### src/rtl/mem_stage_pkg.sv
// mem_stage_pkg -- shared definitions for the memory stage.
//   Widths of the register index and data path, reset level, FSM state
//   encodings, memory-access size codes (memcnf) and the latched request
//   record used while an access is in flight.
package mem_stage_pkg;

   localparam int   DATA_W     = 32;
   localparam int   REG_IDX_W  = 5;
   localparam int   BYTE_W     = 8;
   localparam logic RST_ENABLE = 1'b1;

   typedef enum logic [1:0] {
      ST_IDLE   = 2'd0,
      ST_ACCESS = 2'd1,
      ST_LAST   = 2'd2,
      ST_DONE   = 2'd3
   } mem_state_e;

   typedef enum logic [1:0] {
      CNF_NONE = 2'd0,
      CNF_B    = 2'd1,
      CNF_H    = 2'd2,
      CNF_W    = 2'd3
   } mem_cnf_e;

   typedef struct packed {
      logic [DATA_W-1:0]    data;
      logic                 wr;
      logic [1:0]           cnf;
      logic                 sgn;
      logic [REG_IDX_W-1:0] wd;
      logic                 wreg;
   } mem_req_t;

   // Index of the final byte of an access (N-1 for N = 1/2/4).
   function automatic logic [1:0] last_byte_idx(input logic [1:0] cnf);
      case (cnf)
         CNF_H:   return 2'd1;
         CNF_W:   return 2'd3;
         default: return 2'd0;
      endcase
   endfunction

endpackage

### src/rtl/mem_ext.sv
// mem_ext -- load-value extension.
//   Takes the little-endian assembled load bytes and produces the 32-bit
//   writeback value, zero- or sign-extending from bit 7 (byte) or bit 15
//   (half). Word loads pass through; the sign flag is ignored for them.
// Ports:
//   raw_bytes  in  32  assembled bytes, byte k in bits [8k+7:8k]
//   cnf        in  2   access size code
//   sign_en    in  1   sign-extend narrow loads
//   ext_data   out 32  extended load value
module mem_ext
   import mem_stage_pkg::*;
(
   input  logic [DATA_W-1:0] raw_bytes,
   input  logic [1:0]        cnf,
   input  logic              sign_en,
   output logic [DATA_W-1:0] ext_data
);

   always_comb begin
      ext_data = '0;
      case (cnf)
         CNF_B:   ext_data = {{24{sign_en & raw_bytes[7]}},  raw_bytes[7:0]};
         CNF_H:   ext_data = {{16{sign_en & raw_bytes[15]}}, raw_bytes[15:0]};
         CNF_W:   ext_data = raw_bytes;
         default: ext_data = '0;
      endcase
   end

endmodule

### src/rtl/mem_stage.sv
// mem_stage -- pipeline memory stage with a byte-serial memory port.
//   Non-memory ops pass straight through with zero latency. Loads and stores
//   of 1/2/4 bytes are split into byte requests at base+k (little-endian) to
//   the memory controller while the upstream pipeline is stalled. Load bytes
//   arrive the cycle after their grant; requests are pipelined so a new byte
//   may be granted while the previous one is captured.
//   Optional build macro MEM_ALIGN_CHECK_EN: misaligned H/W accesses skip
//   memory entirely, finish with wreg_o=0 and flag misalign_o.
// Ports:
//   clk, rst                       clock, synchronous active-high reset
//   wd_i/wreg_i/wdata_i            dest reg, write enable, ALU result/store data
//   memaddr_i/memwr_i/memcnf_i/memsigned_i  address, store, size, sign-extend
//   wd_o/wreg_o/wdata_o            writeback to MEM/WB and forwarding
//   mem_stall                      freezes upstream pipeline registers and PC
//   misalign_o                     (MEM_ALIGN_CHECK_EN only) misaligned access
//   mem_req_o/mem_wr_o/mem_addr_o/mem_dout_o  byte request to controller
//   mem_gnt_i/mem_din_i            grant, read byte (valid cycle after grant)
//
// state   | meaning
// IDLE    | pass-through; a mem op latches its request and stalls
// ACCESS  | issuing byte requests, byte counter advances on grant
// LAST    | load only: capture final byte, no request
// DONE    | stall released, result presented for one cycle
module mem_stage
   import mem_stage_pkg::*;
#(
   parameter int ADDR_W = 32
)(
   input  logic                 clk,
   input  logic                 rst,
   input  logic [REG_IDX_W-1:0] wd_i,
   input  logic                 wreg_i,
   input  logic [DATA_W-1:0]    wdata_i,
   input  logic [31:0]          memaddr_i,
   input  logic                 memwr_i,
   input  logic [1:0]           memcnf_i,
   input  logic                 memsigned_i,
   output logic [REG_IDX_W-1:0] wd_o,
   output logic                 wreg_o,
   output logic [DATA_W-1:0]    wdata_o,
   output logic                 mem_stall,
`ifdef MEM_ALIGN_CHECK_EN
   output logic                 misalign_o,
`endif
   output logic                 mem_req_o,
   output logic                 mem_wr_o,
   output logic [ADDR_W-1:0]    mem_addr_o,
   output logic [BYTE_W-1:0]    mem_dout_o,
   input  logic                 mem_gnt_i,
   input  logic [BYTE_W-1:0]    mem_din_i
);

   mem_state_e        state_q, state_d;
   mem_req_t          req_q;
   logic [ADDR_W-1:0] base_q;
   logic [1:0]        cnt_q;
   logic              cap_vld_q;
   logic [1:0]        cap_slot_q;
   logic [DATA_W-1:0] bytes_q;
   logic [DATA_W-1:0] load_data;
   logic              start_op;
   logic              mis_now;
   logic              mis_done;
   logic              last_gnt;

   assign start_op = (memcnf_i != CNF_NONE);
   assign last_gnt = mem_gnt_i && (cnt_q == last_byte_idx(req_q.cnf));

`ifdef MEM_ALIGN_CHECK_EN
   logic misalign_q;

   assign mis_now  = ((memcnf_i == CNF_H) && memaddr_i[0]) ||
                     ((memcnf_i == CNF_W) && (memaddr_i[1:0] != 2'b00));
   assign mis_done = misalign_q;

   always_ff @(posedge clk) begin
      if (rst == RST_ENABLE) begin
         misalign_q <= 1'b0;
      end else if (state_q == ST_IDLE && start_op) begin
         misalign_q <= mis_now;
      end
   end
`else
   assign mis_now  = 1'b0;
   assign mis_done = 1'b0;
`endif

   always_ff @(posedge clk) begin
      if (rst == RST_ENABLE) begin
         state_q <= ST_IDLE;
      end else begin
         state_q <= state_d;
      end
   end

   always_comb begin
      state_d = state_q;
      case (state_q)
         ST_IDLE: begin
            if (start_op) begin
               state_d = mis_now ? ST_DONE : ST_ACCESS;
            end
         end
         ST_ACCESS: begin
            if (last_gnt) begin
               state_d = req_q.wr ? ST_DONE : ST_LAST;
            end
         end
         ST_LAST: state_d = ST_DONE;
         ST_DONE: state_d = ST_IDLE;
         default: state_d = ST_IDLE;
      endcase
   end

   // Request latch, byte counter and load-byte capture. A grant schedules a
   // capture of mem_din_i into that grant's slot on the following cycle, so
   // the final load byte lands during LAST and is ready by DONE.
   always_ff @(posedge clk) begin
      if (rst == RST_ENABLE) begin
         req_q      <= '0;
         base_q     <= '0;
         cnt_q      <= '0;
         cap_vld_q  <= 1'b0;
         cap_slot_q <= '0;
         bytes_q    <= '0;
      end else begin
         cap_vld_q <= 1'b0;
         if (state_q == ST_IDLE && start_op) begin
            req_q.data <= wdata_i;
            req_q.wr   <= memwr_i;
            req_q.cnf  <= memcnf_i;
            req_q.sgn  <= memsigned_i;
            req_q.wd   <= wd_i;
            req_q.wreg <= wreg_i;
            base_q     <= ADDR_W'(memaddr_i);
            cnt_q      <= '0;
         end
         if (state_q == ST_ACCESS && mem_gnt_i) begin
            cnt_q      <= cnt_q + 2'd1;
            cap_vld_q  <= ~req_q.wr;
            cap_slot_q <= cnt_q;
         end
         if (cap_vld_q) begin
            bytes_q[{cap_slot_q, 3'b000} +: BYTE_W] <= mem_din_i;
         end
      end
   end

   mem_ext u_mem_ext (
      .raw_bytes (bytes_q),
      .cnf       (req_q.cnf),
      .sign_en   (req_q.sgn),
      .ext_data  (load_data)
   );

   always_comb begin
      wd_o       = '0;
      wreg_o     = 1'b0;
      wdata_o    = '0;
      mem_stall  = 1'b0;
      mem_req_o  = 1'b0;
      mem_wr_o   = 1'b0;
      mem_addr_o = '0;
      mem_dout_o = '0;
`ifdef MEM_ALIGN_CHECK_EN
      misalign_o = 1'b0;
`endif
      if (rst != RST_ENABLE) begin
         case (state_q)
            ST_IDLE: begin
               wd_o    = wd_i;
               wdata_o = wdata_i;
               if (start_op) begin
                  mem_stall = 1'b1;
               end else begin
                  wreg_o = wreg_i;
               end
            end
            ST_ACCESS: begin
               wd_o       = req_q.wd;
               mem_stall  = 1'b1;
               mem_req_o  = 1'b1;
               mem_wr_o   = req_q.wr;
               mem_addr_o = base_q + ADDR_W'(cnt_q);
               mem_dout_o = req_q.data[{cnt_q, 3'b000} +: BYTE_W];
            end
            ST_LAST: begin
               wd_o      = req_q.wd;
               mem_stall = 1'b1;
            end
            ST_DONE: begin
               wd_o    = req_q.wd;
               wreg_o  = req_q.wreg & ~mis_done;
               wdata_o = req_q.wr ? req_q.data : load_data;
`ifdef MEM_ALIGN_CHECK_EN
               misalign_o = misalign_q;
`endif
            end
            default: ;
         endcase
      end
   end

endmodule

### config.mk
export PLATFORM = sky130hd
export DESIGN_NAME = mem_stage
export DESIGN_NICKNAME = d
export VERILOG_FILES = /design/src/rtl/mem_stage_pkg.sv /design/src/rtl/mem_ext.sv /design/src/rtl/mem_stage.sv
export SDC_FILE = /design/constraint.sdc
export NUM_CORES = 1
export LEC_CHECK = 0
export CORE_MARGIN = 5
export CORE_UTILIZATION = 40
export CTS_CLUSTER_DIAMETER = 100
export DETAILED_ROUTE_END_ITERATION = 6
export PLACE_DENSITY = 0.71
export SYNTH_ARGS = -nofsm -noshare
export SYNTH_HDL_FRONTEND = slang
export SYNTH_SLANG_ARGS = --single-unit
export TNS_END_PERCENT = 20
### constraint.sdc
create_clock -name clk -period 2.4 [get_ports clk]
set_input_delay 0.48 -clock clk [delete_from_list [all_inputs] [get_ports clk]]
set_output_delay 0.48 -clock clk [all_outputs]
set_load 0.005 [all_outputs]
==> summary.txt, run 1 <==
Cells and area
  • Area occupied by multi-input gates: 3980 µm²
  • Area delta synth->final: 54.5%
  • # fillers: about 1300
  • Diodes inserted: 0
  • Final Instance Count excl. Fillers: ~1300
  • Post-layout net count: around 1200
  • Final Util: a little over three fifths
  • Share of layout cells above drive strength 1: 24.6%
  • Sequential cell area: between 2000 and 2500 µm²

Yosys
  • Seq cells post-synth: approximately 110
  • Most used DFF post-synth: dfxtp_1
  • Synth Instances: around 850
  • Synth top area share: 36.5%
  • Synth Area in XOR/XNOR: around 1.8%
  • Netlist cell types: 48
  • Compound-Gate Fraction of Synth Area: between 20% and 30%
  • Post-synthesis simple-gate area fraction: 27.8%
  • Most area-consuming cells after synthesis: dfxtp_1, nand2_1, a21oi_1, a22oi_1, nor2_1
  • Area of the mapped netlist: ~6200 µm²
  • Seq/Total Area, Yosys: a little over a third
  • Largest family of logic cells by synthesized area: simple AND/OR/NAND/NOR gates
  • Mux contribution to synthesized area: under 10%
  • Syn_nets: between 900 and 1000
  • Leading area contributor after synthesis: dfxtp_1
  • Number of synthesized flops with an enable pin: 0
  • Adder-cell share of the synthesized area: around 2.5%
  • Synthesized area per cell: roughly 7.3 µm²
  • Syn. warnings: 0
  • Post-synth ARST share: 0%

Global routing
  • Number of global-route vias before repair: 6606
  • Initial antenna violation count: 0
  • All-layer global routing usage: 24.7%
  • Largest net degree at the start of global routing: 60
  • First-pass GRT wire length: between 30 and 40 mm
  • Grt ovf: 0

Worst setup path
  • FF-to-FF Start: cap_slot_q[0]
  • R2R setup slack: between 0.4 and 0.5 ns
  • Crit path max fanout: 5
  • Required @ worst endpoint: between 1.5 and 2 ns
  • Critical path launch point type: flip-flop
  • CP endpoint kind: primary output
  • Launch point of the worst path: cnt_q[0]
  • Data arrival, critical path: between 2 and 3 ns
  • WS Path Type: reg2out

Pwr
  • Overall Power: ~9 mW
  • Psw: roughly 3.2 mW
  • LEAKAGE: 3.88 nW
  • Peak VDD IR: 0.652 mV
  • Sw frac: 36.7%
  • P_int: roughly 5.6 mW
  • Sequential cell fraction of total power: 28.9%
  • PwrDens: 923 nW/µm²
  • Combinational power share: 42.6%
  • Clock power share: 28.5%

Die
  • Cell row count: 45
  • CORE AREA: roughly 15000 µm²
  • Die width: about 130 µm
  • Initial Util: around 41%
  • Num ports: 166
  • Die Area: 18100 µm²
  • Die height: ~130 µm

Timing
  • RSZ-0062 raised after global routing: yes
  • Setup skew after layout: roughly 0.0035 ns
  • Final Hold Vio Count: 0
  • Tcrit/Tclk final: 125%
  • Final number of max-transition violations: 0
  • Tmin final: roughly 3.0 ns
  • Highest Clock Rate: approximately 0.33 GHz
  • Setup violators final: 39
  • Worst-margin pin slew: ~0.63 ns
  • Relative slew slack: ~58%
  • Worst setup margin: -0.596 ns

Clocking
  • Reg clk slew, reported paths: 0.05 ns
  • Clk_lat worst skew: between 0.4 and 0.5 ns
  • Clk sinks: about 110
  • CTS tree: built
  • Htree depth: 4
  • CTS root buffer: clkbuf_16
  • Hold buffer count at cts: 0
  • Maximum buffer depth of the clock tree: 2
  • CTS Buf Count: 17

Drt
  • Drt initial violations: a little under 600
  • DR vias/cell: between 5 and 6
  • DRC viols: 0
  • Post-route ant nets: 0
  • Routed vias: 7092
  • DR pass1 iterations: 7
  • Routed wire per std cell: around 18 µm
  • Post-Route WL: 23.2 mm

Min path
  • Worst Hold Launch: req_q[4]
  • Min-delay worst type: reg2reg

Place
  • Post-Place Cells: between 1000 and 1500
  • Post-detail-place hpwl: between 15 and 20 mm
  • GP Congestion: just over 0.9
  • I/O Buffers: ~170

Job
  • Max Cap Viol: 0

Status
  • Status: finished, violations left
  • Failing checks: negative setup slack
## layer usage
metal / part of all wire [%] / GRT usage (%)
met1: 43 / 32.8
met2: 47 / 39.7
met3: 7.6 / 6.41
met4: 2.3 / 7.30
met5: 0 / 0
## layout by cell type, fill, tap and decap left out, types with 6 or more instances in the layout
| cell type | n |
|---|---|
| a21oi_1 | 103 |
| a21oi_2 | 10 |
| a22oi_1 | 39 |
| and2_1 | 10 |
| buf_2 | 23 |
| buf_4 | 93 |
| buf_6 | 10 |
| clkbuf_16 | 17 |
| clkbuf_8 | 6 |
| clkdlybuf4s15_1 | 6 |
| clkdlybuf4s15_2 | 13 |
| clkdlybuf4s50_1 | 97 |
| dfxtp_1 | 96 |
| dfxtp_2 | 14 |
| dlygate4sd2_1 | 11 |
| dlymetal6s2s_1 | 9 |
| ha_1 | 7 |
| inv_1 | 7 |
| mux2i_1 | 7 |
| mux4_2 | 8 |
| nand2_1 | 209 |
| nand3_1 | 35 |
| nor2_1 | 67 |
| o21ai_0 | 24 |
| o21ai_1 | 7 |
| o221ai_1 | 16 |
| o31ai_1 | 6 |
| or3_1 | 6 |
| or4_1 | 9 |
| xnor2_1 | 9 |
## power groups by stage
stage	logic [mW]	clock network (mW)	registers [mW]
6_report	3.76	2.51	2.55
3_5_place_dp	3.64	0	2.53
5_1_grt	4.11	2.63	2.58
3_3_place_gp	3.61	0	2.52
4_1_cts	3.66	2.53	2.52
2_1_floorplan	1.91	0	2.49
## stage by stage
step                TNS [ns]  hold slack, ns  area (µm²)  setup slack (ns)
global route          -17.75           0.485        9570            -0.683
floorplan             -0.210           0.436        6240           -0.0577
finish                -13.92           0.454        9570            -0.596
CTS                   -15.12           0.455        9380            -0.614
detailed placement     -8.94           0.449        8620            -0.577
global placement       -8.44           0.442        8620            -0.547
## kinds of logic after synthesis
logic type,Yosys count
AND/OR/NAND/NOR,386
buffers and inverters,78
multiplexers,15
flip-flops,113
XOR/XNOR,13
adder cells (fa/ha/maj),12
AO/OA/AOI/OAI,229
## sequential cells by signal, indices dropped and copies added (netlist names)
signal / flops
bytes_q: 32
state_q: 2
req_q: 42
cap_vld_q: 1
cnt_q: 2
cap_slot_q: 2
base_q: 32
## what timing repair did
action / in CTS / in global routing
endpoints found under the setup margin: 81 / 79
resized for setup: 203 / 73
pin swaps: 30 / 10
cloned: 1 / 0
setup buffers: 9 / 4
## Yosys cell counts (3+ instances only)
cell type / count
clkbuf_1: 54
dfxtp_1: 113
o221ai_1: 16
nand3_1: 38
buf_1: 11
or2_2: 3
nor2_1: 72
a2bb2oi_1: 8
mux4_2: 8
mux2i_1: 7
and2_1: 10
nand4_1: 5
o21ai_0: 32
o31ai_1: 10
a21oi_1: 113
nor3_1: 3
ha_1: 11
a22oi_1: 40
xor2_1: 4
or4_1: 12
xnor2_1: 9
nor4_1: 6
or3_1: 7
and3_1: 5
nand2_1: 211
inv_1: 10
## final cells by class
class	count	area share (%)
clock buffer	25	5.39
clock inverter	5	0.785
inverter	11	0.432
multi-input combinational	656	41.6
sequential	113	24.0
tap	188	2.46
timing repair buffer	272	25.4
## worst paths after layout
| kind | depth (start not counted) | to |
|---|---|---|
| min reg2reg | 2 | req_q[4] |
| max | 8 | mem_addr_o[26] |
| max reg2reg | 6 | bytes_q[5] |
| min | 2 | req_q[4] |
## critical path, cell delays in order (launching register included)
cell	delay, ns
dfxtp_4	0.35
ha_4	0.14
fa_2	0.24
nand3_4	0.10
or4_4	0.45
buf_6	0.15
or4_4	0.41
a21oi_2	0.13
buf_2	0.12
Power figures use the tool's default switching activity.
==> run 2, diff against run 1 <==
SLEW_MARGIN = 20   (was unset)
==> results of run 2 <==
The final DEF is identical to that of run 1; final timing and power are the same.
==> run 3, diff against run 2 <==
HOLD_SLACK_MARGIN = 0.15   (was unset)
clock period = 2.5 ns   (was 2.4 ns; I/O delays follow)
==> summary.txt, run 3 (same netlist as run 1, synthesis figures left out) <==
Status
  • Status: finished, violations left
  • Failing checks: negative setup slack

Worst setup path
  • Reg-to-reg endpoint: cnt_q[1]
  • Cells along the critical path: ha_4 -> fa_2 -> nand3_4 -> or4_4 -> buf_6 -> or4_1 -> a21oi_2 -> buf_2
  • CP endpoint kind: primary output
  • FF-to-FF Start: state_q[0]
  • WS Path Type: reg2out
  • Critical path launch point type: flip-flop
  • R2R setup slack: 0.55 ns (+0.14 ns)
  • Crit-path max cell delay: 0.45 ns (about the same)
  • R2R depth: 7 (+1)
  • Data arrival, critical path: 2.50 ns (-0.02 ns)
  • CP max stage cell: or4_4
  • Crit path max fanout: 5 (unchanged)
  • Required @ worst endpoint: 2.00 ns (+0.08 ns)

Cells and area
  • # fillers: 1304 (-0.31%)
  • Area delta synth->final: 56.0%
  • Biggest register: req_q
  • Final Instance Count excl. Fillers: 1275 (+0.39%)
  • Most common cell after layout, fill and taps aside: nand2_1
  • Fin area: 9660 µm² (+0.98%)
  • Area occupied by multi-input gates: 4040 µm² (+1.5%)
  • Post-layout net count: 1171 (+0.26%)
  • Sequential cell area: 2280 µm² (-0.49%)
  • Diodes inserted: 0 (unchanged)
  • Share of layout cells above drive strength 1: 24.0% (-0.57 points)
  • Max reg flops: 42 (unchanged)
  • Commonest cells after routing, fill and taps aside: nand2_1, dfxtp_1, a21oi_1, clkdlybuf4s50_1, buf_4
  • Top Registers: req_q x42, base_q x32, bytes_q x32

Pwr
  • Peak VDD IR: 0.753 mV (+15%)
  • LEAKAGE: 3.94 nW (+1.6%)
  • Overall Power: 8.56 mW (-3.1%)
  • PwrDens: 886 nW/µm² (-4.0%)

Drt
  • Post-route ant nets: 0 (unchanged)
  • DR pass1 iterations: 5 (-2)
  • Post-Route WL: 23.3 mm (about the same)
  • Routed vias: 7142 (+0.71%)
  • Drt initial violations: 610 (+2.7%)
  • DR vias/cell: 5.60 (+0.31%)
  • Routed wire per std cell: 18.2 µm (-0.31%)
  • DRC viols: 0 (unchanged)

Timing
  • Setup violators final: 34 (-13%)
  • RSZ-0062 raised after global routing: yes
  • Highest Clock Rate: approximately 0.33 GHz
  • Tmin final: between 2 and 3 ns
  • Worst setup margin: -0.498 ns (+0.0980 ns)
  • Worst hold margin: 0.450 ns (-0.00370 ns)
  • Setup skew after layout: 0.00796 ns (+0.00441 ns)
  • Final Hold Vio Count: 0 (unchanged)
  • Worst-margin pin slew: 0.772 ns (+0.142 ns)
  • Setup_tns: -9.76 ns (+4.16 ns)
  • Tcrit/Tclk final: 120%
  • Final number of max-transition violations: 0 (unchanged)
  • Relative slew slack: 48.6% (-9.5 points)

Clocking
  • CTS Buf Count: 17 (unchanged)
  • Maximum buffer depth of the clock tree: 2 (unchanged)
  • Clk_lat worst skew: 0.43 ns (about the same)
  • Clk sinks: 113 (unchanged)
  • Hold buffer count at cts: 0 (unchanged)
  • Htree depth: 4 (unchanged)
  • CTS tree: built
  • CTS root buffer: clkbuf_16
  • Reg clk slew, reported paths: 0.06 ns (about the same)

Min path
  • Min-delay worst type: reg2reg
  • Hold depth: 2 (unchanged)
  • WHS Endpoint: req_q[4]
  • Worst Hold Launch: req_q[4]

Die
  • Initial Util: 40.7% (unchanged)
  • CORE AREA: 15200 µm² (unchanged)
  • Die width: 134 µm (unchanged)
  • Cell row count: 45 (unchanged)
  • Die Area: 18100 µm² (unchanged)
  • Num ports: 166 (unchanged)
  • Die height: 134 µm (unchanged)

Global routing
  • First-pass GRT wire length: 36.2 mm (+1.4%)
  • Number of global-route vias before repair: 6857 (+3.8%)
  • Initial antenna violation count: 0 (unchanged)
  • Largest net degree at the start of global routing: 74 (+23%)
  • All-layer global routing usage: 25.2% (+0.46 points)
  • Grt ovf: 0 (unchanged)

Place
  • GP Congestion: 0.907 (-1.6%)
  • I/O Buffers: 165 (unchanged)
  • Placed Area: 8570 µm² (-0.57%)
  • Post-detail-place hpwl: 15.6 mm (-0.74%)
  • Post-Place Cells: 1222 (-0.33%)

Job
  • Max Cap Viol: 0 (unchanged)
==> run 3: area by class of cell <==
cell class,instances,share of cell area (%)
inverter,11,0.427
clock inverter,15,1.90
tap,188,2.44
timing repair buffer,274,25.5
clock buffer,17,4.40
multi-input combinational,657,41.8
sequential,113,23.6
==> run 3: critical path, delay by kind of cell (launching register included) <==
family                     cells  cell delay, ns
DFF                            1            0.35
adders and majority gates      2            0.38
and+or+nand+nor                3            0.95
AOI/OAI and AO/OA              1            0.12
buffers and inverters          2            0.26
==> run 3: power breakdown <==
part           leakage [nW]  internal [mW]  switching [mW]  total [mW]
logic                  2.73           1.61            2.01        3.62
clock network         0.286           1.57           0.935        2.51
registers             0.929           2.14           0.290        2.43
total                  3.94           5.32            3.24        8.56
==> run 3: timing repair <==
action	4_1_cts	5_1_grt
pin swaps	25	19
cloned	2	0
endpoints found under the setup margin	80	69
setup buffers	15	4
resized for setup	199	57
==> run 3: layer usage <==
layer,vias up,wire [µm],global-route usage (%)
li1,3434,-,-
met1,3332,9890,32.2
met5,-,0,0
met2,332,11000,41.7
met4,0,591,7.86
met3,44,1840,6.53
==> run 3: metrics by stage <==
step | util, % | setup slack (ns)
after floorplan | - | 0.00658
after detailed placement | 56.4 | -0.474
after global routing | 63.5 | -0.616
final | 63.5 | -0.498
after global placement | 56.4 | -0.444
after CTS | 62.2 | -0.496
==> run 3: worst max path at each step <==
stage                     from        endpoint  slack, ns  depth (start not counted)
global placement     base_q[0]  mem_addr_o[26]      -0.44                          7
global route        base_q[16]  mem_addr_o[21]      -0.62                          7
detailed placement   base_q[0]  mem_addr_o[30]      -0.47                          8
floorplan            base_q[0]  mem_addr_o[18]      0.007                          7
CTS                  base_q[0]  mem_addr_o[24]      -0.50                          8
finish               base_q[0]  mem_addr_o[24]      -0.50                          8
